===== config.mk =====
export PLATFORM = sky130hd
export DESIGN_NAME = wb_stage_unit
export DESIGN_NICKNAME = d
export VERILOG_FILES = /design/src/rtl/wb_pkg.sv /design/src/rtl/wb_result_sel.sv /design/src/rtl/wb_stage_unit.sv
export SDC_FILE = /design/constraint.sdc
export NUM_CORES = 1
export LEC_CHECK = 0
export CAP_MARGIN = 20
export CORE_ASPECT_RATIO = 0.75
export CORE_MARGIN = 2
export CORE_UTILIZATION = 44
export CTS_BUF_LIST = sky130_fd_sc_hd__clkbuf_16
export DETAILED_ROUTE_END_ITERATION = 6
export PLACE_DENSITY = 0.81
export RECOVER_POWER = 25
export SLEW_MARGIN = 20
export SYNTH_ARGS = -nofsm -noshare
export SYNTH_HDL_FRONTEND = slang
export SYNTH_SLANG_ARGS = --single-unit
export TNS_END_PERCENT = 30

===== constraint.sdc =====
create_clock -name clk -period 3.3 [get_ports clk]
set_clock_uncertainty 0.2 [all_clocks]
set_input_delay 0.66 -clock clk [delete_from_list [all_inputs] [get_ports clk]]
set_output_delay 0.66 -clock clk [all_outputs]
set_load 0.05 [all_outputs]

===== src/rtl/wb_pkg.sv =====
// Shared types and defaults for the write-back stage.
package wb_pkg;

    // Control states of the write-back sequencer.
    typedef enum logic [0:0] {
        WB_RUN     = 1'b0,
        WB_WAIT_LD = 1'b1
    } wb_state_e;

    // Default index of the link register written by a call.
    localparam int WB_RA_IDX_DEF = 15;
    // Default byte offset from a call's PC to its return address.
    localparam int WB_PC_INC_DEF = 4;

    // Width of a register index for a file of nreg entries.
    function automatic int wb_rw(input int nreg);
        return $clog2(nreg);
    endfunction

endpackage


===== src/rtl/wb_result_sel.sv =====
// Combinational result selection: destination address, write data and the
// final write qualifier for one retiring instruction.
module wb_result_sel
    import wb_pkg::*;
#(
    parameter int DATA_W  = 32,
    parameter int RW      = 4,
    parameter int RA_IDX  = WB_RA_IDX_DEF,
    parameter int PC_INC  = WB_PC_INC_DEF,
    parameter bit ZERO_HW = 1'b0
) (
    input  logic              is_wb,
    input  logic              is_call,
    input  logic              is_ld,
    input  logic [RW-1:0]     rd,
    input  logic [DATA_W-1:0] alu_result,
    input  logic [DATA_W-1:0] pc,
    input  logic [DATA_W-1:0] ld_data,
    output logic [RW-1:0]     addr,
    output logic [DATA_W-1:0] data,
    output logic              we,
    output logic              is_load
);

    // Call takes precedence over load; a load only waits when it is not a call.
    always_comb begin
        addr    = rd;
        data    = alu_result;
        is_load = 1'b0;
        if (is_call) begin
            addr = RW'(RA_IDX);
            data = pc + DATA_W'(PC_INC);
        end else if (is_ld) begin
            data    = ld_data;
            is_load = 1'b1;
        end
        // A hard-wired register 0 swallows the write but the instruction still retires.
        we = is_wb && !(ZERO_HW && (addr == '0));
    end

endmodule


===== src/rtl/wb_stage_unit.sv =====
// Write-back stage: accepts one retiring instruction per cycle, issues a
// registered register-file write, stalls for late load data and counts retirements.
module wb_stage_unit
    import wb_pkg::*;
#(
    parameter int DATA_W  = 32,
    parameter int NREG    = 16,
    parameter int RA_IDX  = WB_RA_IDX_DEF,
    parameter int PC_INC  = WB_PC_INC_DEF,
    parameter bit ZERO_HW = 1'b0,
    parameter int CNT_W   = 32,
    localparam int RW     = wb_rw(NREG)
) (
    input  logic              clk,
    input  logic              reset,
    input  logic              flush,
    input  logic              in_valid,
    output logic              in_ready,
    input  logic              in_is_wb,
    input  logic              in_is_call,
    input  logic              in_is_ld,
    input  logic [RW-1:0]     in_rd,
    input  logic [DATA_W-1:0] in_alu_result,
    input  logic [DATA_W-1:0] in_pc,
    input  logic              ld_valid,
    input  logic [DATA_W-1:0] ld_data,
    output logic              rf_we,
    output logic [RW-1:0]     rf_waddr,
    output logic [DATA_W-1:0] rf_wdata,
    output logic              ld_pending,
    output logic [RW-1:0]     ld_pending_rd,
    output logic [CNT_W-1:0]  retire_count,
    output logic              err_ld_call
);

    wb_state_e         state_q, state_d;
    logic              rf_we_q, rf_we_d;
    logic [RW-1:0]     waddr_q, waddr_d;
    logic [DATA_W-1:0] wdata_q, wdata_d;
    logic              pend_q, pend_d;
    logic [RW-1:0]     pend_rd_q, pend_rd_d;
    logic              pend_we_q, pend_we_d;
    logic [CNT_W-1:0]  cnt_q, cnt_d;
    logic              err_q, err_d;

    logic [RW-1:0]     sel_addr;
    logic [DATA_W-1:0] sel_data;
    logic              sel_we;
    logic              sel_is_load;

    wb_result_sel #(
        .DATA_W  (DATA_W),
        .RW      (RW),
        .RA_IDX  (RA_IDX),
        .PC_INC  (PC_INC),
        .ZERO_HW (ZERO_HW)
    ) u_sel (
        .is_wb      (in_is_wb),
        .is_call    (in_is_call),
        .is_ld      (in_is_ld),
        .rd         (in_rd),
        .alu_result (in_alu_result),
        .pc         (in_pc),
        .ld_data    (ld_data),
        .addr       (sel_addr),
        .data       (sel_data),
        .we         (sel_we),
        .is_load    (sel_is_load)
    );

    assign in_ready = (state_q == WB_RUN);

    // Next-state, write and scoreboard logic; flush overrides everything but reset.
    always_comb begin
        state_d   = state_q;
        rf_we_d   = 1'b0;
        waddr_d   = waddr_q;
        wdata_d   = wdata_q;
        pend_d    = pend_q;
        pend_rd_d = pend_rd_q;
        pend_we_d = pend_we_q;
        cnt_d     = cnt_q;
        err_d     = err_q;
        if (flush) begin
            state_d = WB_RUN;
            pend_d  = 1'b0;
        end else begin
            unique case (state_q)
                WB_RUN: begin
                    if (in_valid) begin
                        if (in_is_ld && in_is_call) begin
                            err_d = 1'b1;
                        end
                        if (sel_is_load && !ld_valid) begin
                            // Data not back yet: park the destination for decode's interlock.
                            state_d   = WB_WAIT_LD;
                            pend_d    = 1'b1;
                            pend_rd_d = in_rd;
                            pend_we_d = sel_we;
                        end else begin
                            rf_we_d = sel_we;
                            if (sel_we) begin
                                waddr_d = sel_addr;
                                wdata_d = sel_data;
                            end
                            cnt_d = cnt_q + CNT_W'(1);
                        end
                    end
                end
                WB_WAIT_LD: begin
                    if (ld_valid) begin
                        rf_we_d = pend_we_q;
                        if (pend_we_q) begin
                            waddr_d = pend_rd_q;
                            wdata_d = ld_data;
                        end
                        cnt_d   = cnt_q + CNT_W'(1);
                        pend_d  = 1'b0;
                        state_d = WB_RUN;
                    end
                end
                default: state_d = WB_RUN;
            endcase
        end
    end

    // State and output registers, cleared asynchronously.
    always_ff @(posedge clk or posedge reset) begin
        if (reset) begin
            state_q   <= WB_RUN;
            rf_we_q   <= 1'b0;
            waddr_q   <= '0;
            wdata_q   <= '0;
            pend_q    <= 1'b0;
            pend_rd_q <= '0;
            pend_we_q <= 1'b0;
            cnt_q     <= '0;
            err_q     <= 1'b0;
        end else begin
            state_q   <= state_d;
            rf_we_q   <= rf_we_d;
            waddr_q   <= waddr_d;
            wdata_q   <= wdata_d;
            pend_q    <= pend_d;
            pend_rd_q <= pend_rd_d;
            pend_we_q <= pend_we_d;
            cnt_q     <= cnt_d;
            err_q     <= err_d;
        end
    end

    assign rf_we         = rf_we_q;
    assign rf_waddr      = waddr_q;
    assign rf_wdata      = wdata_q;
    assign ld_pending    = pend_q;
    assign ld_pending_rd = pend_rd_q;
    assign retire_count  = cnt_q;
    assign err_ld_call   = err_q;

endmodule


==> results of run 1 <==
-- per-layer routing --
layer | GRT usage [%] | wire length [um]
met5 | 0 | 0
met4 | 9.48 | 329
met3 | 5.22 | 1100
met2 | 44.3 | 7110
met1 | 39.0 | 6850
-- registers in the layout (all words and copies together), names as in the netlist --
signal and count:
retire_count 32, rf_wdata 32, ld_pending_rd 4, rf_waddr 4
err_ld_call 1, ld_pending 1, pend_we_q 1, rf_we 1
state_q 1
-- metrics by stage --
stage                     total power, W  hold WS (ns)
after floorplan                  0.00202         0.279
after global routing             0.00382         0.312
final                            0.00366         0.269
after CTS                        0.00368         0.269
after detailed placement         0.00260         0.255
after global placement           0.00257         0.249
-- worst max-delay path: stages --
cell and delay, ns:
clkdlybuf4s50_1 0.60, nand4_4 0.19, nor4_4 0.50, nand4_2 0.19
or4_1 0.50, a31oi_1 0.17
-- layout make-up --
cell class	instances	share of cell area, %
multi-input cells	389	35.5
repair buffers	202	28.6
flip-flops and latches	77	27.9
clock buffers	9	3.26
well taps	136	2.47
clock inverters	7	1.43
inverters	15	0.834
-- cell usage after synthesis (2+ instances only) --
master | instances | area [um2]
a21oi_1 | 19 | 95.1
mux2i_1 | 4 | 40.0
ha_1 | 2 | 25.0
nand2_1 | 61 | 229
clkbuf_8 | 3 | 41.3
o211ai_1 | 3 | 22.5
buf_2 | 4 | 20.0
nor2_1 | 44 | 165
clkbuf_1 | 18 | 67.6
o221ai_1 | 14 | 123
a32oi_1 | 3 | 26.3
nor2b_1 | 3 | 18.8
a31oi_1 | 5 | 31.3
dfrtp_1 | 77 | 1930
a211oi_1 | 3 | 22.5
nand2b_1 | 11 | 68.8
nand3_1 | 22 | 110
nand4_1 | 19 | 119
a41oi_1 | 2 | 17.5
or3_1 | 7 | 43.8
buf_1 | 2 | 7.51
and4_1 | 2 | 17.5
and3_1 | 8 | 50.1
a22oi_1 | 18 | 135
o22ai_1 | 12 | 75.1
o21ai_0 | 30 | 150
xor2_1 | 21 | 184
nor4_1 | 6 | 37.5
xnor2_1 | 27 | 236
o31ai_1 | 3 | 22.5
nor4_4 | 4 | 85.1
inv_1 | 13 | 48.8
mux2_2 | 6 | 67.6
nor3_1 | 13 | 65.1
a221oi_1 | 4 | 35.0
-- report_power, final --
group	switching (W)	internal (W)
clock	0.000414	0.000668
sequential	0.000127	0.00110
combinational	0.000853	0.000507
-- worst max-delay path by stage --
stage                   start              end  slack [ns]  cells after the start
detailed placement  in_pc[10]     rf_wdata[23]        0.19                      6
finish              in_pc[10]     rf_wdata[23]        0.54                      6
floorplan               reset      err_ld_call        0.47                      1
global route            reset  retire_count[2]        0.25                      3
global placement    in_pc[10]     rf_wdata[23]        0.27                      6
CTS                 in_pc[10]     rf_wdata[23]        0.56                      6
-- logic make-up (layout without fill, tap and decap cells) --
group | Yosys count | count (layout)
and+or+nand+nor | 207 | 207
muxes | 10 | 10
buffers and inverters | 42 | 233
DFF | 77 | 77
adders and majority gates | 2 | 2
AOI/OAI and AO/OA | 122 | 122
xor gates and xnor gates | 48 | 48
==> flow_summary.json, run 1 <==
{
  "start_util_pct": 44.8,
  "vdd_drop_max_v": 0.000261,
  "ant_nets": 0,
  "layout_common_cells": "181 x clkdlybuf4s50_1, 77 x dfrtp_1, 61 x nand2_1, 44 x nor2_1, 30 x o21ai_0",
  "routed_wirelength_um": 15400,
  "critPathCaptureType": "flip-flop",
  "die_h_um": 92.3,
  "rsz0062_at_grt": "no",
  "setup_viol": 0,
  "async_flop_share_pct": 100,
  "synth_ff_type": "dfrtp_1",
  "clk_latency_ns": 0.33,
  "netlist_area_um2": 4570,
  "syn_inst": 508,
  "path_clk_slew_ns": 0.06,
  "grt_pass1_vias": 4826,
  "ctsResizeCount": 0,
  "cap_violations": 0,
  "postCtsSetupBuffers": 0,
  "final_core_util_pct": 67.6,
  "cp-start-kind": "input port",
  "synth_cell_types": 50,
  "cp_max_fo": 5,
  "ys_ff_latch": 77,
  "io_buffers": 183,
  "antenna_found_initial": 0,
  "min_period_ns": 2.76,
  "ios": 184,
  "synth-compound-area-share_pct": 17.8,
  "cts_buffers": 9,
  "dp.cells": 819,
  "antenna_cells": 0,
  "synth_edf_count": 0,
  "drv_slew": 0,
  "grt_max_degree": 46,
  "place_area_um2": 6590,
  "cts_tree": "yes",
  "regArea_um2": 1930,
  "grt_util_all_layers_pct": 28.1,
  "r2r-start": "retire_count[3]",
  "n_fill_cell": 815,
  "dpl.hpwl_um": 11500,
  "p_leak_nw": 2.80,
  "gp_congestion": 0.894,
  "hold_viol": 0,
  "wl_per_cell_um": 18.4,
  "dieArea_um2": 11200,
  "grt_pass1_wl_um": 24800,
  "min_path_cells": 2,
  "fin_ws_ns": 0.544,
  "dr_total_vias": 4763,
  "nets": 804,
  "globalRouteOverflowTotal": 0,
  "syn-num-nets": 618,
  "status": "completed",
  "ys_warn_count": 0,
  "synth_xor_area_share_pct": 9.20,
  "r2r-end": "retire_count[31]",
  "crit_type": "input port to flip-flop",
  "cts_root_buffer": "clkbuf_16",
  "tns_ns": 0,
  "drive_gt1_share_pct": 8.15,
  "drc": 0,
  "relSlewSlack_pct": 3.42,
  "fmax_mhz": 363,
  "ff2ff_setup_slack_ns": 0.87,
  "rr_worst_depth": 5,
  "hp-class": "flip-flop to flip-flop",
  "cts_max_path_buffers": 2,
  "die_w_um": 122,
  "design.core.area_um2": 10200,
  "synth_mux_area_share_pct": 2.35,
  "viasPerCell": 5.70,
  "final_area_um2": 6900,
  "final_common_cell": "clkdlybuf4s50_1",
  "htree_levels": 3,
  "crit_arrival_ns": 2.81,
  "synth.avg_cell_area_um2": 9.00,
  "drt_iter0_markers": 282,
  "firstDrtPassIters": 5,
  "multiInputGateArea_um2": 2450,
  "min_to": "err_ld_call",
  "synth_fa_ha_area_share_pct": 0.547,
  "synth_top_family_by_area": "simple AND/OR/NAND/NOR gates",
  "area_growth_pct": 51.0,
  "hold_buffers": 0,
  "critPathRequiredTime_ns": 3.36,
  "fin_crit_sh_pct": 83.5,
  "hp-start": "err_ld_call",
  "instances_no_fill": 835,
  "cts.sinks": 77,
  "rows": 32,
  "synth-simple-area-share_pct": 23.8,
  "tightest_slew_ns": 1.44,
  "place_ws_ns": 0.189,
  "ys_seq_area_share_pct": 42.2,
  "powerDensity_nw_per_um2": 531
}
Note: power is estimated with default switching activity, not from simulation.
==> inputs of run 2 (changes only) <==
--- a/config.mk
+++ b/config.mk
@@ -8,10 +8,10 @@
 export CAP_MARGIN = 20
 export CORE_ASPECT_RATIO = 0.75
 export CORE_MARGIN = 2
-export CORE_UTILIZATION = 44
+export CORE_UTILIZATION = 40
 export CTS_BUF_LIST = sky130_fd_sc_hd__clkbuf_16
 export DETAILED_ROUTE_END_ITERATION = 6
-export PLACE_DENSITY = 0.81
+export PLACE_DENSITY = 0.78
 export RECOVER_POWER = 25
 export SLEW_MARGIN = 20
 export SYNTH_ARGS = -nofsm -noshare
==> constraint.sdc (replaced) <==
create_clock -name clk -period 2.4 [get_ports clk]
set_clock_uncertainty 0.2 [all_clocks]
set_input_delay 0.48 -clock clk [delete_from_list [all_inputs] [get_ports clk]]
set_output_delay 0.48 -clock clk [all_outputs]
set_load 0.05 [all_outputs]
==> run 2 against run 1 <==
  * Largest power group unchanged
  * Critical path type unchanged
  * Highest routed layer unchanged
  * Largest cell class is now non-clock buffers
  * Hold slack improved by 0.011 ns
  * Register-to-register slack got worse by 0.68 ns
  * Critical endpoint is now rf_wdata[27]
  * Sequential power rose by 37%
  * Non-clock buffer count is 63 higher
  * Sequential cell count unchanged
  * Die area rose by 9.6%
==> flow_summary.json, run 2 (synthesized netlist as in run 1, its figures left out) <==
{
  "combPwrFrac_pct": 37.8,
  "path_cells": "clkdlybuf4s50_1 > nand4_1 > nor4_4 > buf_4 > nand3_1 > or3_1 > a41oi_2",
  "fin_crit_sh_pct": 98.1,
  "drc": 0,
  "antenna_found_initial": 0,
  "cp-start-kind": "input port",
  "path_clk_slew_ns": 0.06,
  "status": "completed",
  "htree_levels": 3,
  "antenna_cells": 0,
  "cts_root_buffer": "clkbuf_16",
  "min_period_ns": 2.35,
  "hold_slack_ns": 0.281,
  "rows": 33,
  "fmax_mhz": 425,
  "layout_common_cells": "179 x clkdlybuf4s50_1, 81 x buf_4, 77 x dfrtp_1, 61 x nand2_1, 44 x nor2_1",
  "die_w_um": 127,
  "crit_arrival_ns": 2.41,
  "firstDrtPassIters": 5,
  "p_int_w": 0.00327,
  "routed_wirelength_um": 16300,
  "wl_per_cell_um": 18.1,
  "cts_tree": "yes",
  "cp_slowest_cell": "clkdlybuf4s50_1",
  "die_h_um": 96.6,
  "power.switching_w": 0.00191,
  "gp_congestion": 0.890,
  "max_stage_delay_ns": 0.50,
  "cts_buffers": 9,
  "powerDensity_nw_per_um2": 698,
  "cts_max_path_buffers": 2,
  "design.core.area_um2": 11000,
  "globalRouteOverflowTotal": 0,
  "cp_max_fo": 4,
  "p_leak_nw": 3.12,
  "dpl.hpwl_um": 12400,
  "multiInputGateArea_um2": 2460,
  "ant_nets": 0,
  "setup_viol": 0,
  "critPathCaptureType": "flip-flop",
  "viasPerCell": 5.63,
  "cap_violations": 0,
  "cts.sinks": 77,
  "dr_total_vias": 5074,
  "drt_iter0_markers": 377,
  "power.share.clock_pct": 29.9,
  "grt_max_degree": 78,
  "io_buffers": 183,
  "regArea_um2": 1930,
  "drive_gt1_share_pct": 15.7,
  "dieArea_um2": 12300,
  "hold_viol": 0,
  "drv_slew": 0,
  "crit_type": "input port to flip-flop",
  "area_growth_pct": 62.5,
  "n_fill_cell": 873,
  "grt_util_all_layers_pct": 26.2,
  "start_util_pct": 41.5,
  "p_total_w": 0.00518,
  "clk_latency_ns": 0.34,
  "grt_pass1_vias": 4912,
  "ios": 184,
  "hp-class": "flip-flop to flip-flop",
  "final_common_cell": "clkdlybuf4s50_1",
  "critPathRequiredTime_ns": 2.46,
  "tightest_slew_ns": 1.07,
  "power_frac_seq_pct": 32.3,
  "sw_frac_of_total_pct": 36.9,
  "grt_pass1_wl_um": 25200,
  "nets": 867,
  "hold_buffers": 0,
  "relSlewSlack_pct": 28.5,
  "vdd_drop_max_v": 0.000593
}
[run 2: what timing repair did]
item	4_1_cts	5_1_grt
setup buffers	0	1
resized for setup	0	4
endpoints found under the setup margin	0	4
[run 2: path summary, 6_finish.rpt]
kind	from	endpoint	slack, ns	cells past startpoint
worst max-delay path	in_pc[5]	rf_wdata[27]	0.05	7
worst min-delay path	rf_waddr[3]	rf_waddr[3]	0.28	2
worst max register to register	state_q	rf_wdata[19]	0.19	7
worst min register to register	rf_waddr[3]	rf_waddr[3]	0.28	2
max in group asynchronous	reset	rf_wdata[26]	0.51	3
min in group asynchronous	reset	retire_count[31]	0.83	3
[run 2: per-layer routing]
metal	GRT usage [%]	vias to the layer above	routed length (um)
li1	-	2366	-
met1	34.1	2443	6850
met2	43.9	237	7690
met3	6.22	28	1420
met4	8.15	0	382
met5	0	-	0
[run 2: through the flow]
stage          util (%)   TNS, ns  instance area, um2  cells  setup slack [ns]
2_1_floorplan         -    -0.261                4570    508           -0.0528
3_3_place_gp       64.2     -2.93                7080    885            -0.237
3_5_place_dp       64.2     -5.14                7080    885            -0.304
4_1_cts            67.3         0                7420    901            0.0509
5_1_grt            67.4  -0.00622                7430    902          -0.00622
6_report           67.4         0                7430    902            0.0452
[run 2: power by group through the flow]
stage	Clock, W	Combinational [W]	Sequential [W]
final	0.00155	0.00196	0.00167
after global routing	0.00163	0.00205	0.00170
after CTS	0.00158	0.00197	0.00167
after detailed placement	0	0.00196	0.00169
after global placement	0	0.00193	0.00168
after floorplan	0	0.000402	0.00238
[run 2: critical path: cells and delay by family]
family | cells | cell delay, ns
and+or+nand+nor | 4 | 1.06
AOI/OAI and AO/OA | 1 | 0.17
buffers and inverters | 2 | 0.70
[run 2: final cells by class]
class / count / share of cell area [%]
clock buffers: 9 / 3.03
clock inverters: 7 / 1.53
inverters: 15 / 0.842
multi-input cells: 389 / 33.1
flip-flops and latches: 77 / 25.9
well taps: 140 / 2.36
repair buffers: 265 / 33.2
